## config.mk

```make
export PLATFORM = sky130hd
export DESIGN_NAME = v_issue_ctrl_flat
export DESIGN_NICKNAME = d
export VERILOG_FILES = /design/src/rtl/v_issue_ctrl_if.sv /design/src/rtl/v_issue_ctrl.sv /design/src/flat_wrapper.sv
export SDC_FILE = /design/constraint.sdc
export NUM_CORES = 1
export LEC_CHECK = 0
export ABC_AREA = 0
export BUFFER_PORTS_ARGS = -buffer_cell sky130_fd_sc_hd__buf_2
export CAP_MARGIN = 20
export CORE_MARGIN = 3
export CORE_UTILIZATION = 54
export CTS_BUF_LIST = sky130_fd_sc_hd__clkbuf_2
export CTS_CLUSTER_SIZE = 25
export DETAILED_ROUTE_END_ITERATION = 8
export PLACE_DENSITY = 0.82
export SETUP_SLACK_MARGIN = 0.15
export SLEW_MARGIN = 15
export SYNTH_ARGS = -nofsm -noshare
export SYNTH_HDL_FRONTEND = slang
export SYNTH_SLANG_ARGS = --single-unit
```

## constraint.sdc

```tcl
create_clock -name clk -period 3 [get_ports clk]
set_clock_uncertainty 0.05 [all_clocks]
set_input_delay 0 -clock clk [delete_from_list [all_inputs] [get_ports clk]]
set_output_delay 0 -clock clk [all_outputs]
set_load 0.02 [all_outputs]
```

## src/rtl/v_issue_ctrl_if.sv

```systemverilog
// v_issue_ctrl_if: decoder/functional-unit bundle for the vector issue controller.
//   Decoder side : instr_valid/instr_ready handshake, decoded opcodes, reg_wr_req
//   Unit side    : per-unit done inputs, registered clock enables, latched opcodes
//   Status       : vconfig_wr_en, wb_en, stall, sticky illegal/timeout errors
//   slave  modport: the controller; master modport: the decoder/unit environment.
interface v_issue_ctrl_if;
   logic       instr_valid;
   logic       instr_ready;
   logic [3:0] alu_op;
   logic       is_mul;
   logic [3:0] lsu_op;
   logic [2:0] sldu_op;
   logic [2:0] red_op;
   logic       is_vconfig;
   logic       reg_wr_req;
   logic       done_valu;
   logic       done_vmul;
   logic       done_vred;
   logic       done_vsldu;
   logic       done_vload;
   logic       done_store;
   logic       err_clr;
   logic [3:0] alu_op_q;
   logic       is_mul_q;
   logic [3:0] lsu_op_q;
   logic [2:0] sldu_op_q;
   logic [2:0] red_op_q;
   logic       valu_clk_en;
   logic       vmul_clk_en;
   logic       vred_clk_en;
   logic       vsldu_clk_en;
   logic       vlsu_clk_en;
   logic       vconfig_wr_en;
   logic       wb_en;
   logic       stall;
   logic       illegal_err;
   logic       timeout_err;

   modport slave (
      input  instr_valid, alu_op, is_mul, lsu_op, sldu_op, red_op, is_vconfig, reg_wr_req,
      input  done_valu, done_vmul, done_vred, done_vsldu, done_vload, done_store, err_clr,
      output instr_ready, alu_op_q, is_mul_q, lsu_op_q, sldu_op_q, red_op_q,
      output valu_clk_en, vmul_clk_en, vred_clk_en, vsldu_clk_en, vlsu_clk_en,
      output vconfig_wr_en, wb_en, stall, illegal_err, timeout_err
   );

   modport master (
      output instr_valid, alu_op, is_mul, lsu_op, sldu_op, red_op, is_vconfig, reg_wr_req,
      output done_valu, done_vmul, done_vred, done_vsldu, done_vload, done_store, err_clr,
      input  instr_ready, alu_op_q, is_mul_q, lsu_op_q, sldu_op_q, red_op_q,
      input  valu_clk_en, vmul_clk_en, vred_clk_en, vsldu_clk_en, vlsu_clk_en,
      input  vconfig_wr_en, wb_en, stall, illegal_err, timeout_err
   );
endinterface

```

## src/rtl/v_issue_ctrl.sv

```systemverilog
// v_issue_ctrl: single-issue sequencer between the vector decoder and the units.
//   clk, rst : core clock, asynchronous active-high reset
//   bus      : v_issue_ctrl_if.slave (handshake, opcodes, dones, enables, status)
// Accepts one instruction in IDLE, checks it names exactly one unit, enables only
// that unit's clock until its done (or a timeout), then pulses writeback.
module v_issue_ctrl #(
   parameter int unsigned TIMEOUT_CYCLES = 255,
   parameter int unsigned CNT_W          = 8
) (
   input  logic           clk,
   input  logic           rst,
   v_issue_ctrl_if.slave  bus
);

   localparam int unsigned N_EN = 5;
   localparam logic [CNT_W-1:0] CNT_LAST = CNT_W'(TIMEOUT_CYCLES - 1);

   typedef enum logic [2:0] {S_IDLE, S_CFG, S_EXEC, S_WB, S_ABORT} state_t;
   typedef enum logic [2:0] {U_VALU, U_VMUL, U_VRED, U_VSLDU, U_VLOAD, U_VSTORE} unit_t;

   state_t           state;
   unit_t            unit_q;
   logic [CNT_W-1:0] cnt;
   logic [N_EN-1:0]  en_q;
   logic             reg_wr_q;
   logic [3:0]       alu_op_q;
   logic             is_mul_q;
   logic [3:0]       lsu_op_q;
   logic [2:0]       sldu_op_q;
   logic [2:0]       red_op_q;
   logic             vconfig_wr_en_q;
   logic             wb_en_q;
   logic             illegal_err_q;
   logic             timeout_err_q;

   logic             accept_c;
   logic [2:0]       req_cnt_c;
   logic             lsu_bad_c;
   logic             is_store_c;
   logic             illegal_c;
   logic             cfg_c;
   logic             fu_c;
   unit_t            unit_c;
   logic [N_EN-1:0]  unit_en_c;
   logic             done_sel_c;

   // Accept-time decode: request count, legality and target unit.
   always_comb begin
      accept_c   = bus.instr_valid & (state == S_IDLE);
      req_cnt_c  = 3'(bus.alu_op != 4'd0) + 3'(bus.is_mul) + 3'(bus.lsu_op != 4'd0) +
                   3'(bus.sldu_op != 3'd0) + 3'(bus.red_op != 3'd0) + 3'(bus.is_vconfig);
      lsu_bad_c  = (bus.lsu_op >= 4'd13);
      is_store_c = (bus.lsu_op >= 4'd7) & (bus.lsu_op <= 4'd12);
      illegal_c  = accept_c & ((req_cnt_c > 3'd1) | lsu_bad_c);
      cfg_c      = accept_c & ~illegal_c & (req_cnt_c == 3'd1) & bus.is_vconfig;
      fu_c       = accept_c & ~illegal_c & (req_cnt_c == 3'd1) & ~bus.is_vconfig;

      unit_c = U_VALU;
      if (bus.is_mul)                 unit_c = U_VMUL;
      else if (bus.red_op != 3'd0)    unit_c = U_VRED;
      else if (bus.sldu_op != 3'd0)   unit_c = U_VSLDU;
      else if (is_store_c)            unit_c = U_VSTORE;
      else if (bus.lsu_op != 4'd0)    unit_c = U_VLOAD;

      // Enable bit order: valu, vmul, vred, vsldu, vlsu (loads and stores share vlsu).
      unit_en_c = '0;
      case (unit_c)
         U_VALU:            unit_en_c[0] = 1'b1;
         U_VMUL:            unit_en_c[1] = 1'b1;
         U_VRED:            unit_en_c[2] = 1'b1;
         U_VSLDU:           unit_en_c[3] = 1'b1;
         U_VLOAD, U_VSTORE: unit_en_c[4] = 1'b1;
         default:           unit_en_c    = '0;
      endcase
   end

   // Only the selected unit's done is honoured.
   always_comb begin
      done_sel_c = 1'b0;
      case (unit_q)
         U_VALU:   done_sel_c = bus.done_valu;
         U_VMUL:   done_sel_c = bus.done_vmul;
         U_VRED:   done_sel_c = bus.done_vred;
         U_VSLDU:  done_sel_c = bus.done_vsldu;
         U_VLOAD:  done_sel_c = bus.done_vload;
         U_VSTORE: done_sel_c = bus.done_store;
         default:  done_sel_c = 1'b0;
      endcase
   end

   // Sequencer state, registered outputs and sticky errors.
   always_ff @(posedge clk or posedge rst) begin
      if (rst) begin
         state           <= S_IDLE;
         unit_q          <= U_VALU;
         cnt             <= '0;
         en_q            <= '0;
         reg_wr_q        <= 1'b0;
         alu_op_q        <= '0;
         is_mul_q        <= 1'b0;
         lsu_op_q        <= '0;
         sldu_op_q       <= '0;
         red_op_q        <= '0;
         vconfig_wr_en_q <= 1'b0;
         wb_en_q         <= 1'b0;
         illegal_err_q   <= 1'b0;
         timeout_err_q   <= 1'b0;
      end else begin
         vconfig_wr_en_q <= 1'b0;
         wb_en_q         <= 1'b0;

         // A new error outranks a simultaneous clear.
         if (illegal_c)          illegal_err_q <= 1'b1;
         else if (bus.err_clr)   illegal_err_q <= 1'b0;
         if (state == S_ABORT)   timeout_err_q <= 1'b1;
         else if (bus.err_clr)   timeout_err_q <= 1'b0;

         case (state)
            S_IDLE: begin
               if (fu_c) begin
                  alu_op_q  <= bus.alu_op;
                  is_mul_q  <= bus.is_mul;
                  lsu_op_q  <= bus.lsu_op;
                  sldu_op_q <= bus.sldu_op;
                  red_op_q  <= bus.red_op;
                  reg_wr_q  <= bus.reg_wr_req & ~is_store_c;
                  unit_q    <= unit_c;
                  en_q      <= unit_en_c;
                  cnt       <= '0;
                  state     <= S_EXEC;
               end else if (cfg_c) begin
                  vconfig_wr_en_q <= 1'b1;
                  state           <= S_CFG;
               end
            end
            S_CFG: state <= S_IDLE;
            S_EXEC: begin
               // Done takes priority over reaching the timeout threshold.
               if (done_sel_c) begin
                  en_q    <= '0;
                  wb_en_q <= reg_wr_q;
                  state   <= S_WB;
               end else if (cnt == CNT_LAST) begin
                  en_q  <= '0;
                  state <= S_ABORT;
               end else begin
                  cnt <= cnt + CNT_W'(1);
               end
            end
            S_WB, S_ABORT: begin
               alu_op_q  <= '0;
               is_mul_q  <= 1'b0;
               lsu_op_q  <= '0;
               sldu_op_q <= '0;
               red_op_q  <= '0;
               reg_wr_q  <= 1'b0;
               en_q      <= '0;
               state     <= S_IDLE;
            end
            default: state <= S_IDLE;
         endcase
      end
   end

   assign bus.instr_ready   = (state == S_IDLE);
   assign bus.stall         = bus.instr_valid & ~bus.instr_ready;
   assign bus.alu_op_q      = alu_op_q;
   assign bus.is_mul_q      = is_mul_q;
   assign bus.lsu_op_q      = lsu_op_q;
   assign bus.sldu_op_q     = sldu_op_q;
   assign bus.red_op_q      = red_op_q;
   assign bus.valu_clk_en   = en_q[0];
   assign bus.vmul_clk_en   = en_q[1];
   assign bus.vred_clk_en   = en_q[2];
   assign bus.vsldu_clk_en  = en_q[3];
   assign bus.vlsu_clk_en   = en_q[4];
   assign bus.vconfig_wr_en = vconfig_wr_en_q;
   assign bus.wb_en         = wb_en_q;
   assign bus.illegal_err   = illegal_err_q;
   assign bus.timeout_err   = timeout_err_q;

endmodule

```

## src/flat_wrapper.sv

```systemverilog
// flat-port wrapper written by rule: the top's interface ports become plain ports
module v_issue_ctrl_flat 
#(
   parameter int unsigned TIMEOUT_CYCLES = 255,
   parameter int unsigned CNT_W          = 8
)
  (clk, rst, bus_instr_valid, bus_alu_op, bus_is_mul, bus_lsu_op, bus_sldu_op, bus_red_op, bus_is_vconfig, bus_reg_wr_req, bus_done_valu, bus_done_vmul, bus_done_vred, bus_done_vsldu, bus_done_vload, bus_done_store, bus_err_clr, bus_instr_ready, bus_alu_op_q, bus_is_mul_q, bus_lsu_op_q, bus_sldu_op_q, bus_red_op_q, bus_valu_clk_en, bus_vmul_clk_en, bus_vred_clk_en, bus_vsldu_clk_en, bus_vlsu_clk_en, bus_vconfig_wr_en, bus_wb_en, bus_stall, bus_illegal_err, bus_timeout_err);
  v_issue_ctrl_if bus_i ();
  input  logic clk;
  input  logic rst;
  input wire logic [$bits(bus_i.instr_valid)-1:0] bus_instr_valid;
  input wire logic [$bits(bus_i.alu_op)-1:0] bus_alu_op;
  input wire logic [$bits(bus_i.is_mul)-1:0] bus_is_mul;
  input wire logic [$bits(bus_i.lsu_op)-1:0] bus_lsu_op;
  input wire logic [$bits(bus_i.sldu_op)-1:0] bus_sldu_op;
  input wire logic [$bits(bus_i.red_op)-1:0] bus_red_op;
  input wire logic [$bits(bus_i.is_vconfig)-1:0] bus_is_vconfig;
  input wire logic [$bits(bus_i.reg_wr_req)-1:0] bus_reg_wr_req;
  input wire logic [$bits(bus_i.done_valu)-1:0] bus_done_valu;
  input wire logic [$bits(bus_i.done_vmul)-1:0] bus_done_vmul;
  input wire logic [$bits(bus_i.done_vred)-1:0] bus_done_vred;
  input wire logic [$bits(bus_i.done_vsldu)-1:0] bus_done_vsldu;
  input wire logic [$bits(bus_i.done_vload)-1:0] bus_done_vload;
  input wire logic [$bits(bus_i.done_store)-1:0] bus_done_store;
  input wire logic [$bits(bus_i.err_clr)-1:0] bus_err_clr;
  output wire logic [$bits(bus_i.instr_ready)-1:0] bus_instr_ready;
  output wire logic [$bits(bus_i.alu_op_q)-1:0] bus_alu_op_q;
  output wire logic [$bits(bus_i.is_mul_q)-1:0] bus_is_mul_q;
  output wire logic [$bits(bus_i.lsu_op_q)-1:0] bus_lsu_op_q;
  output wire logic [$bits(bus_i.sldu_op_q)-1:0] bus_sldu_op_q;
  output wire logic [$bits(bus_i.red_op_q)-1:0] bus_red_op_q;
  output wire logic [$bits(bus_i.valu_clk_en)-1:0] bus_valu_clk_en;
  output wire logic [$bits(bus_i.vmul_clk_en)-1:0] bus_vmul_clk_en;
  output wire logic [$bits(bus_i.vred_clk_en)-1:0] bus_vred_clk_en;
  output wire logic [$bits(bus_i.vsldu_clk_en)-1:0] bus_vsldu_clk_en;
  output wire logic [$bits(bus_i.vlsu_clk_en)-1:0] bus_vlsu_clk_en;
  output wire logic [$bits(bus_i.vconfig_wr_en)-1:0] bus_vconfig_wr_en;
  output wire logic [$bits(bus_i.wb_en)-1:0] bus_wb_en;
  output wire logic [$bits(bus_i.stall)-1:0] bus_stall;
  output wire logic [$bits(bus_i.illegal_err)-1:0] bus_illegal_err;
  output wire logic [$bits(bus_i.timeout_err)-1:0] bus_timeout_err;
  assign bus_i.instr_valid = bus_instr_valid;
  assign bus_i.alu_op = bus_alu_op;
  assign bus_i.is_mul = bus_is_mul;
  assign bus_i.lsu_op = bus_lsu_op;
  assign bus_i.sldu_op = bus_sldu_op;
  assign bus_i.red_op = bus_red_op;
  assign bus_i.is_vconfig = bus_is_vconfig;
  assign bus_i.reg_wr_req = bus_reg_wr_req;
  assign bus_i.done_valu = bus_done_valu;
  assign bus_i.done_vmul = bus_done_vmul;
  assign bus_i.done_vred = bus_done_vred;
  assign bus_i.done_vsldu = bus_done_vsldu;
  assign bus_i.done_vload = bus_done_vload;
  assign bus_i.done_store = bus_done_store;
  assign bus_i.err_clr = bus_err_clr;
  assign bus_instr_ready = bus_i.instr_ready;
  assign bus_alu_op_q = bus_i.alu_op_q;
  assign bus_is_mul_q = bus_i.is_mul_q;
  assign bus_lsu_op_q = bus_i.lsu_op_q;
  assign bus_sldu_op_q = bus_i.sldu_op_q;
  assign bus_red_op_q = bus_i.red_op_q;
  assign bus_valu_clk_en = bus_i.valu_clk_en;
  assign bus_vmul_clk_en = bus_i.vmul_clk_en;
  assign bus_vred_clk_en = bus_i.vred_clk_en;
  assign bus_vsldu_clk_en = bus_i.vsldu_clk_en;
  assign bus_vlsu_clk_en = bus_i.vlsu_clk_en;
  assign bus_vconfig_wr_en = bus_i.vconfig_wr_en;
  assign bus_wb_en = bus_i.wb_en;
  assign bus_stall = bus_i.stall;
  assign bus_illegal_err = bus_i.illegal_err;
  assign bus_timeout_err = bus_i.timeout_err;
  v_issue_ctrl #(.TIMEOUT_CYCLES(TIMEOUT_CYCLES), .CNT_W(CNT_W)) u_core (.clk(clk), .rst(rst), .bus(bus_i));
endmodule
```

==> results of run 1 <==
power by group through the flow:
stage | sequential, mW | combinational [mW] | clock, mW
after floorplan | 0.877 | 0.353 | 0
after global placement | 0.755 | 0.679 | 0
after detailed placement | 0.765 | 0.701 | 0
after CTS | 0.757 | 0.733 | 0.213
after global routing | 0.785 | 0.831 | 0.234
final | 0.769 | 0.782 | 0.217
registers in the layout (all words and copies together), names as in the netlist:
signal,count
u_core.bus.is_mul_q,1
u_core.state,3
u_core.bus.vconfig_wr_en,1
u_core.bus.lsu_op_q,4
u_core.bus.alu_op_q,4
u_core.unit_q,3
u_core.en_q,5
u_core.reg_wr_q,1
u_core.bus.wb_en,1
u_core.bus.red_op_q,3
u_core.cnt,8
u_core.bus.illegal_err,1
u_core.bus.sldu_op_q,3
u_core.bus.timeout_err,1
worst reg2reg max path, delay by kind of cell (launching register included):
kind / cells / cell delay [ns]
simple gates: 2 / 0.94
compound gates: 2 / 0.71
flops: 1 / 0.47
mux: 1 / 0.32
layer usage:
metal,GRT usage,share of wire
met1,0.3394,0.36
met2,0.5348,0.52
met3,0.07009,0.083
met4,0.1347,0.040
met5,0,0
layout by cell type (no fill, tap or decap), types with 7 or more instances in the layout:
cell type | Yosys | routed
dlygate4sd3_1 | 0 | 20
dfrtp_1 | 39 | 39
buf_2 | 1 | 50
nand2_1 | 12 | 11
buf_4 | 0 | 12
a22o_1 | 15 | 15
inv_1 | 11 | 10
nor2_1 | 8 | 8
nand3_1 | 7 | 7
buf_6 | 0 | 9
logic make-up after synthesis:
family | count (synthesis) | share of synthesized area
DFF | 39 | 0.5162
and+or+nand+nor | 57 | 0.1615
adders and majority gates | 6 | 0.05162
AOI/OAI and AO/OA | 43 | 0.1701
buffers and inverters | 17 | 0.03441
muxes | 11 | 0.06618
layout make-up:
type	count	area (um^2)
tap	44	55.05
fill	186	519.2
inverter	11	41.29
multi-input combinational	117	924.6
clock buffer	6	30.03
timing repair buffer	92	656.9
sequential	39	975.9
final timing paths:
check	startpoint	endpoint	slack, ns	depth (start not counted)
worst max register to register	u_core.unit_q[0]	u_core.cnt[6]	0.47	5
worst max-delay path	bus_alu_op[3]	u_core.unit_q[1]	-0.27	12
worst min register to register	u_core.reg_wr_q	u_core.reg_wr_q	0.47	1
max in group asynchronous	rst	u_core.state[0]	2.36	4
worst min-delay path	bus_done_valu	u_core.state[2]	0.11	4
min in group asynchronous	rst	u_core.bus.red_op_q[1]	0.20	4
what timing repair did:
item                       CTS  global route
hold buffers                19             1
pin swaps                    3             8
gates resized for setup     12             6
setup endpoints to repair   32            34
gates cloned                 1             0
hold endpoints to repair    60             1
setup buffers                3             3
==> metrics.md, run 1 <==
| Metric | Value |
|---|---|
| Syn avg cell area | `10.93 um^2` |
| CTS tree | `built` |
| Register bit total from synthesis | `39` |
| Least-Margin Pin Slew | `0.5931 ns` |
| Die width | `65.17 um` |
| RSZ-0062 raised after global routing | `true` |
| Max_cap viols | `0` |
| PD cells | `658.9 mW/mm^2` |
| Final Cycle Share | `1.089` |
| Post-Synthesis Cell Area | `0.001891 mm^2` |
| Drt via density | `6.395` |
| Failing checks | `setup timing` |
| WP data arrival | `3.56 ns` |
| Setup CP Type | `primary input to register` |
| Worst hold path type | `primary input to register` |
| Core box area | `0.003203 mm^2` |
| DR iter-0 viols | `231` |
| Worst-path clk slew | `0.18 ns` |
| Synthesized instance count | `173` |
| Crit-path cells | `buf_6 -> or4_4 -> ha_4 -> inv_2 -> fa_1 -> fa_2 -> fa_1 -> nand4_1 -> or3_1 -> buf_4 -> a211oi_1 -> a21o_1` |
| Final net count | `299` |
| Worst Path Max Fanout | `7` |
| DPL Wire Length | `3456 um` |
| Synth area leaders | `dfrtp_1 (52%), a22o_1 (6.9%), mux2_2 (4.8%)` |
| Fin area | `0.002684 mm^2` |
| Largest net degree at the start of global routing | `40` |
| Count of pins over their slew limit | `0` |
| Final setup margin | `-0.2663 ns` |
| Drt first pass iters | `5` |
| Crit end category | `register` |
| Port Buf Inserts | `52` |
| Post-synth top area share | `0.5162` |
| Post-placement setup slack | `-0.5241 ns` |
| Critical Path Max Stage Delay | `0.54 ns` |
| Pwr Total | `1.768 mW` |
| Synth Net Count | `206` |
| I/O pins | `53` |
| Placed cells | `276` |
| WHS | `0.1056 ns` |
| Grt ovf | `0` |
| Tmin final | `3.266 ns` |
| Share of cells above drive strength 1 | `0.3660` |
| Worst-skew pair later-pin latency | `0.38 ns` |
| Status | `complete, but fails checks` |
| Lkg Pwr | `1.386 nW` |
| Setup Total Neg Slack | `-5.135 ns` |
| Post-Layout Cell Count | `309` |
| Routed len/inst | `20.85 um` |
| CP top delay family | `adder cells` |
| Clock sinks | `39` |
| Initial antenna violation count | `0` |
| Post-Place Cell Area | `0.002325 mm^2` |
| Yosys top cell by area | `dfrtp_1` |
| CP Buf/Inv Count | `3` |
| First-pass GRT wire length | `9604 um` |
| RePlAce Congestion | `0.8100` |
| H-tree depth | `2` |
| GRT Util Overall | `0.3001` |
| Sw Pwr | `0.7205 mW` |
| CTS root buf | `clkbuf_2` |
| Most used cell, CP | `fa_1` |
| Finished Core Util | `0.8379` |
| Synth cell types | `41` |
| Yosys warning total | `0` |
| DRC errors left | `0` |
| Setup violators final | `34` |
| Post-synth top cells | `dfrtp_1 (39), a22o_1 (15), nand2_1 (12), inv_1 (11)` |
| Most frequent cell after synthesis | `dfrtp_1` |
| WL final | `6443 um` |
| Slew HR | `0.6046` |
| Sw Share | `0.4075` |
| Rows | `20` |
| Comb power frac | `0.442` |
| Die area | `0.004247 mm^2` |
| Peak supply drop | `427.7 uV` |
| Worst path slowest cell | `or4_4` |
| Syn-to-layout area delta | `41.96%` |
| TritonCTS Buffers | `5` |
| Sequential share of power | `0.435` |
| Die height | `65.17 um` |
| Vias in the first global route | `2038` |
| Dominant synthesized flop cell | `dfrtp_1` |
| Antenna Violating Nets Remaining | `0` |
| Internal power | `1.048 mW` |
| Antenna diodes | `0` |
| Total number of vias | `1976` |
| Post-synth EDFFs | `0` |
| Peak Freq | `306.2 MHz` |
| Clock buffer depth | `2` |
| Final Hold Fails | `0` |
| Clock power share | `0.123` |
| Initial Util | `0.5902` |
| Async set or reset register ratio after synthesis | `1.000` |
| Crit start category | `primary input` |
| Worst endpoint required time | `3.29 ns` |
| Seq/Total Area, Yosys | `0.5162` |
(Power assumes the default switching activity.)
==> run 2, diff against run 1 <==
CORE_UTILIZATION = 45   (was 54)
PLACE_DENSITY = 0.7   (was 0.82)
==> metrics.md, run 2 (synthesis results as in run 1) <==
| Metric | Value |
|---|---|
| Critical Path Max Stage Delay | `0.54 ns` |
| Total number of vias | `1783` |
| Reg2Reg Depth | `5` |
| Final net count | `300` |
| CP top delay family | `adder cells` |
| Commonest non-fill, non-tap cell in the layout | `buf_2` |
| PD cells | `630.0 mW/mm^2` |
| WP data arrival | `3.38 ns` |
| I/O pins | `53` |
| Clock sinks | `39` |
| Worst-skew pair later-pin latency | `0.38 ns` |
| Count of pins over their slew limit | `0` |
| Die height | `70.82 um` |
| Crit end category | `register` |
| DPL Wire Length | `3415 um` |
| Clock buffer depth | `2` |
| Initial antenna violation count | `0` |
| Core box area | `0.003854 mm^2` |
| Die width | `70.82 um` |
| Initial Util | `0.4906` |
| Antenna diodes | `0` |
| Peak Freq | `321.7 MHz` |
| Final Cycle Share | `1.036` |
| Worst hold path type | `primary input to register` |
| Finished Core Util | `0.7143` |
| Hold path cells | `4` |
| Biggest regs | `u_core.cnt x8, u_core.en_q x5` |
| Setup violators final | `9` |
| Final Hold Fails | `0` |
| Max reg flops | `8` |
| Tmin final | `3.109 ns` |
| Largest net degree at the start of global routing | `40` |
| CP Buf/Inv Count | `4` |
| CTS tree | `built` |
| Antenna Violating Nets Remaining | `0` |
| Syn-to-layout area delta | `45.60%` |
| Peak supply drop | `373.7 uV` |
| H-tree depth | `2` |
| RePlAce Congestion | `0.8132` |
| Setup CP Type | `primary input to register` |
| DRC errors left | `0` |
| RSZ-0062 raised after global routing | `true` |
| Status | `complete, but fails checks` |
| First-pass GRT wire length | `8673 um` |
| Fin area | `0.002753 mm^2` |
| Setup Total Neg Slack | `-0.8582 ns` |
| GRT Util Overall | `0.2149` |
| Largest register by flop count | `u_core.cnt` |
| Post-placement setup slack | `-0.4832 ns` |
| Crit-path cells | `buf_6 -> or4_4 -> ha_4 -> inv_2 -> fa_1 -> fa_2 -> fa_1 -> nand4_1 -> buf_4 -> or3_4 -> buf_6 -> a211oi_2 -> a21o_1` |
| Drt via density | `5.678` |
| Most frequent cells in the layout | `buf_2 (50), dfrtp_1 (39), dlygate4sd3_1 (21), a22o_1 (15), buf_4 (14)` |
| Die area | `0.005015 mm^2` |
| Drt first pass iters | `4` |
| CP Depth | `13` |
| DR iter-0 viols | `114` |
| Final setup margin | `-0.1087 ns` |
| Worst endpoint required time | `3.27 ns` |
| Least-Margin Pin Slew | `0.5355 ns` |
| Max_cap viols | `0` |
| Lkg Pwr | `1.397 nW` |
| Failing checks | `setup timing` |
| Worst Path Max Fanout | `7` |
| Reg2reg setup slack | `0.55 ns` |
| Routed len/inst | `16.13 um` |
| Crit start category | `primary input` |
| WL final | `5065 um` |
| CTS root buf | `clkbuf_2` |
| Post-Layout Cell Count | `314` |
| Vias in the first global route | `1820` |
| Port Buf Inserts | `52` |
| Share of cells above drive strength 1 | `0.3947` |
| Worst-path clk slew | `0.17 ns` |
| Grt ovf | `0` |
| Rows | `22` |
| Placed cells | `281` |
| TritonCTS Buffers | `5` |
| Post-Place Cell Area | `0.002350 mm^2` |
| Slew HR | `0.6430` |
| Worst path slowest cell | `or4_4` |
[run 2: changes by cell type in the layout (fill, tap and decap cells not counted), sizes merged]
cell / before / now
dlygate4sd3: 20 / 21
[run 2: stage by stage]
stage / total power, mW / hold slack (ns)
floorplan: 1.230 / 0.04645
global placement: 1.443 / 0.07657
detailed placement: 1.460 / 0.09213
CTS: 1.703 / 0.008824
global route: 1.859 / 0.002447
finish: 1.734 / 0.02714
[run 2: timing repair]
| action | in CTS | in global routing |
|---|---|---|
| hold buffers | 20 | 1 |
| gates resized for setup | 12 | 13 |
| endpoints found under the hold margin | 58 | 3 |
| setup endpoints to repair | 32 | 33 |
| buffers inserted | 3 | 3 |
| pin swaps | 3 | 1 |
[run 2: report_power, final]
part           leakage, nW  internal, mW  switching, mW  total (mW)
Combinational        0.845         0.344          0.420       0.765
Clock               0.0249        0.0527          0.157       0.210
Sequential           0.527         0.661         0.0991       0.760
[run 2: final timing paths]
check / start / end
max: bus_alu_op[3] / u_core.unit_q[1]
min in group asynchronous: rst / u_core.cnt[5]
min: bus_is_vconfig / u_core.unit_q[2]
max reg2reg: u_core.unit_q[0] / u_core.cnt[6]
min reg2reg: u_core.reg_wr_q / u_core.bus.wb_en
max in group asynchronous: rst / u_core.bus.vconfig_wr_en
[run 2: layout make-up]
type / count / area, um^2
Inverter: 11 / 41.29
Tap cell: 48 / 60.06
Multi-Input combinational cell: 117 / 980.9
Sequential cell: 39 / 975.9
Fill cell: 281 / 1101
Timing Repair Buffer: 93 / 664.4
Clock buffer: 6 / 30.03
[run 2: worst register-to-register path: cells and delay by family (launching register included)]
family	cells	cell delay, ns
simple gates	2	0.89
compound gates	2	0.67
mux	1	0.32
flops	1	0.49
[run 2: per-layer routing]
metal  wire length [um]  GRT usage  up-vias
met4                 32    0.05219        0
met5                  0          0        -
met3                255    0.04972        6
met1               2096     0.2705      888
met2               2681     0.3738       57
li1                   -          -      832
==> run 3, diff against run 2 <==
CORE_ASPECT_RATIO = 0.8   (was not set)
==> metrics.md, run 3 (synthesis results as in run 1) <==
| Metric | Value |
|---|---|
| Clock buffer depth | `2` |
| Worst hold path type | `primary input to register` |
| Final Hold Fails | `0` |
| CTS tree | `built` |
| Post-placement setup slack | `-0.5476 ns` |
| Hold path cells | `4` |
| Share of cells above drive strength 1 | `0.4122` |
| Most frequent cells in the layout | `buf_2 (50), dfrtp_1 (39), dlygate4sd3_1 (19), a22o_1 (15), inv_1 (10)` |
| RePlAce Congestion | `0.8500` |
| H-tree depth | `2` |
| Biggest regs | `u_core.cnt x8, u_core.en_q x5` |
| Grt ovf | `0` |
| Clock sinks | `39` |
| Die width | `78.47 um` |
| Worst-path clk slew | `0.20 ns` |
| Fin area | `0.002775 mm^2` |
| Multi-input gate area | `0.001002 mm^2` |
| PD cells | `635.1 mW/mm^2` |
| WP data arrival | `3.27 ns` |
| Post-Place Cell Area | `0.002351 mm^2` |
| RSZ-0062 raised after global routing | `true` |
| Peak supply drop | `438.2 uV` |
| R2R Path End | `u_core.cnt[6]` |
| DPL Wire Length | `3293 um` |
| # fillers | `311` |
| Tmin final | `3.042 ns` |
| Final Cycle Share | `1.014` |
| Worst endpoint required time | `3.23 ns` |
| Placed cells | `287` |
| Commonest non-fill, non-tap cell in the layout | `buf_2` |
| I/O pins | `53` |
| Least-Margin Pin Slew | `0.5557 ns` |
| Syn-to-layout area delta | `46.79%` |
| WHS | `0.02205 ns` |
| Setup violators final | `23` |
| Lkg Pwr | `1.402 nW` |
| Core box area | `0.003929 mm^2` |
| Worst Hold Endpoint | `u_core.cnt[6]` |
| Final setup margin | `-0.04201 ns` |
| Initial antenna violation count | `0` |
| CTS root buf | `clkbuf_2` |
| Vias in the first global route | `1735` |
| Worst-skew pair later-pin latency | `0.39 ns` |
| Worst Path Max Fanout | `5` |
| Pwr Total | `1.762 mW` |
| Port Buf Inserts | `52` |
| Crit end category | `register` |
| Drt first pass iters | `4` |
| Reg2Reg Depth | `5` |
| Drt via density | `5.489` |
| Die area | `0.005020 mm^2` |
| Rows | `20` |
| Largest register by flop count | `u_core.cnt` |
| Count of pins over their slew limit | `0` |
| Largest net degree at the start of global routing | `40` |
| Initial Util | `0.4812` |
| Peak Freq | `328.7 MHz` |
| Antenna Violating Nets Remaining | `0` |
| TritonCTS Buffers | `5` |
| Routed len/inst | `16.43 um` |
| Reg2reg setup slack | `0.50 ns` |
| Max_cap viols | `0` |
| First-pass GRT wire length | `8383 um` |
| Status | `complete, but fails checks` |
| Die height | `63.98 um` |
| WL final | `5209 um` |
| Post-Layout Cell Count | `317` |
| DR iter-0 viols | `135` |
| Reg area | `975.9 um^2` |
| Crit start category | `primary input` |
| GRT Util Overall | `0.2176` |
| Total number of vias | `1740` |
| Final net count | `296` |
| Reg-to-reg startpoint | `u_core.unit_q[0]` |
| Setup CP Type | `primary input to register` |
| Antenna diodes | `0` |
| Max reg flops | `8` |
| Slew HR | `0.6262` |
| DRC errors left | `0` |
| Hold path start | `bus_is_vconfig` |
| Failing checks | `setup timing` |
[run 3: worst max-delay path by stage]
stage,start,to,cells past startpoint
5_1_grt,bus_alu_op[3],u_core.en_q[3],11
3_3_place_gp,bus_alu_op[3],u_core.en_q[1],11
2_1_floorplan,bus_alu_op[3],u_core.cnt[1],11
3_5_place_dp,bus_alu_op[3],u_core.unit_q[1],12
6_report,bus_alu_op[3],u_core.en_q[1],11
4_1_cts,bus_alu_op[3],u_core.en_q[1],11
[run 3: report_power, final]
group          total, mW  internal (mW)  switching [mW]
Combinational      0.787          0.355           0.432
Clock              0.216         0.0527           0.163
Sequential         0.759          0.660          0.0987
[run 3: what timing repair did]
item,in CTS,in global routing
hold endpoints to repair,57,0
endpoints found under the setup margin,31,34
gates resized for setup,11,22
gates cloned,2,0
hold buffers,19,0
buffers inserted,2,1
pin swaps,4,18
[run 3: critical path, cell delays in order]
cell and delay (ns):
buf_6 0.10, or4_4 0.54, ha_4 0.28, inv_2 0.03, fa_1 0.47, fa_2 0.35
fa_1 0.50, nand4_1 0.12, nand3b_1 0.26, a21oi_4 0.30, mux2_4 0.33
[run 3: metrics by stage]
stage	utilization	TNS [ns]
3_5_place_dp	0.5984	-14.55
6_report	0.7064	-0.4546
3_3_place_gp	0.5984	-12.93
4_1_cts	0.6783	-0.3067
5_1_grt	0.7064	-2.490
2_1_floorplan	-	-6.304
[run 3: routing by layer]
metal / vias to the layer above / part of all wire / track usage
met2: 50 / 0.44 / 0.3269
met5: - / 0 / 0
met3: 11 / 0.053 / 0.05211
met4: 0 / 0.019 / 0.06550
met1: 857 / 0.49 / 0.3127
li1: 822 / - / -
[run 3: layout make-up]
type                            count  area share
Multi-Input combinational cell    117      0.3611
Tap cell                           55     0.02480
Sequential cell                    39      0.3517
Timing Repair Buffer               89      0.2367
Clock buffer                        6     0.01082
Inverter                           11     0.01488
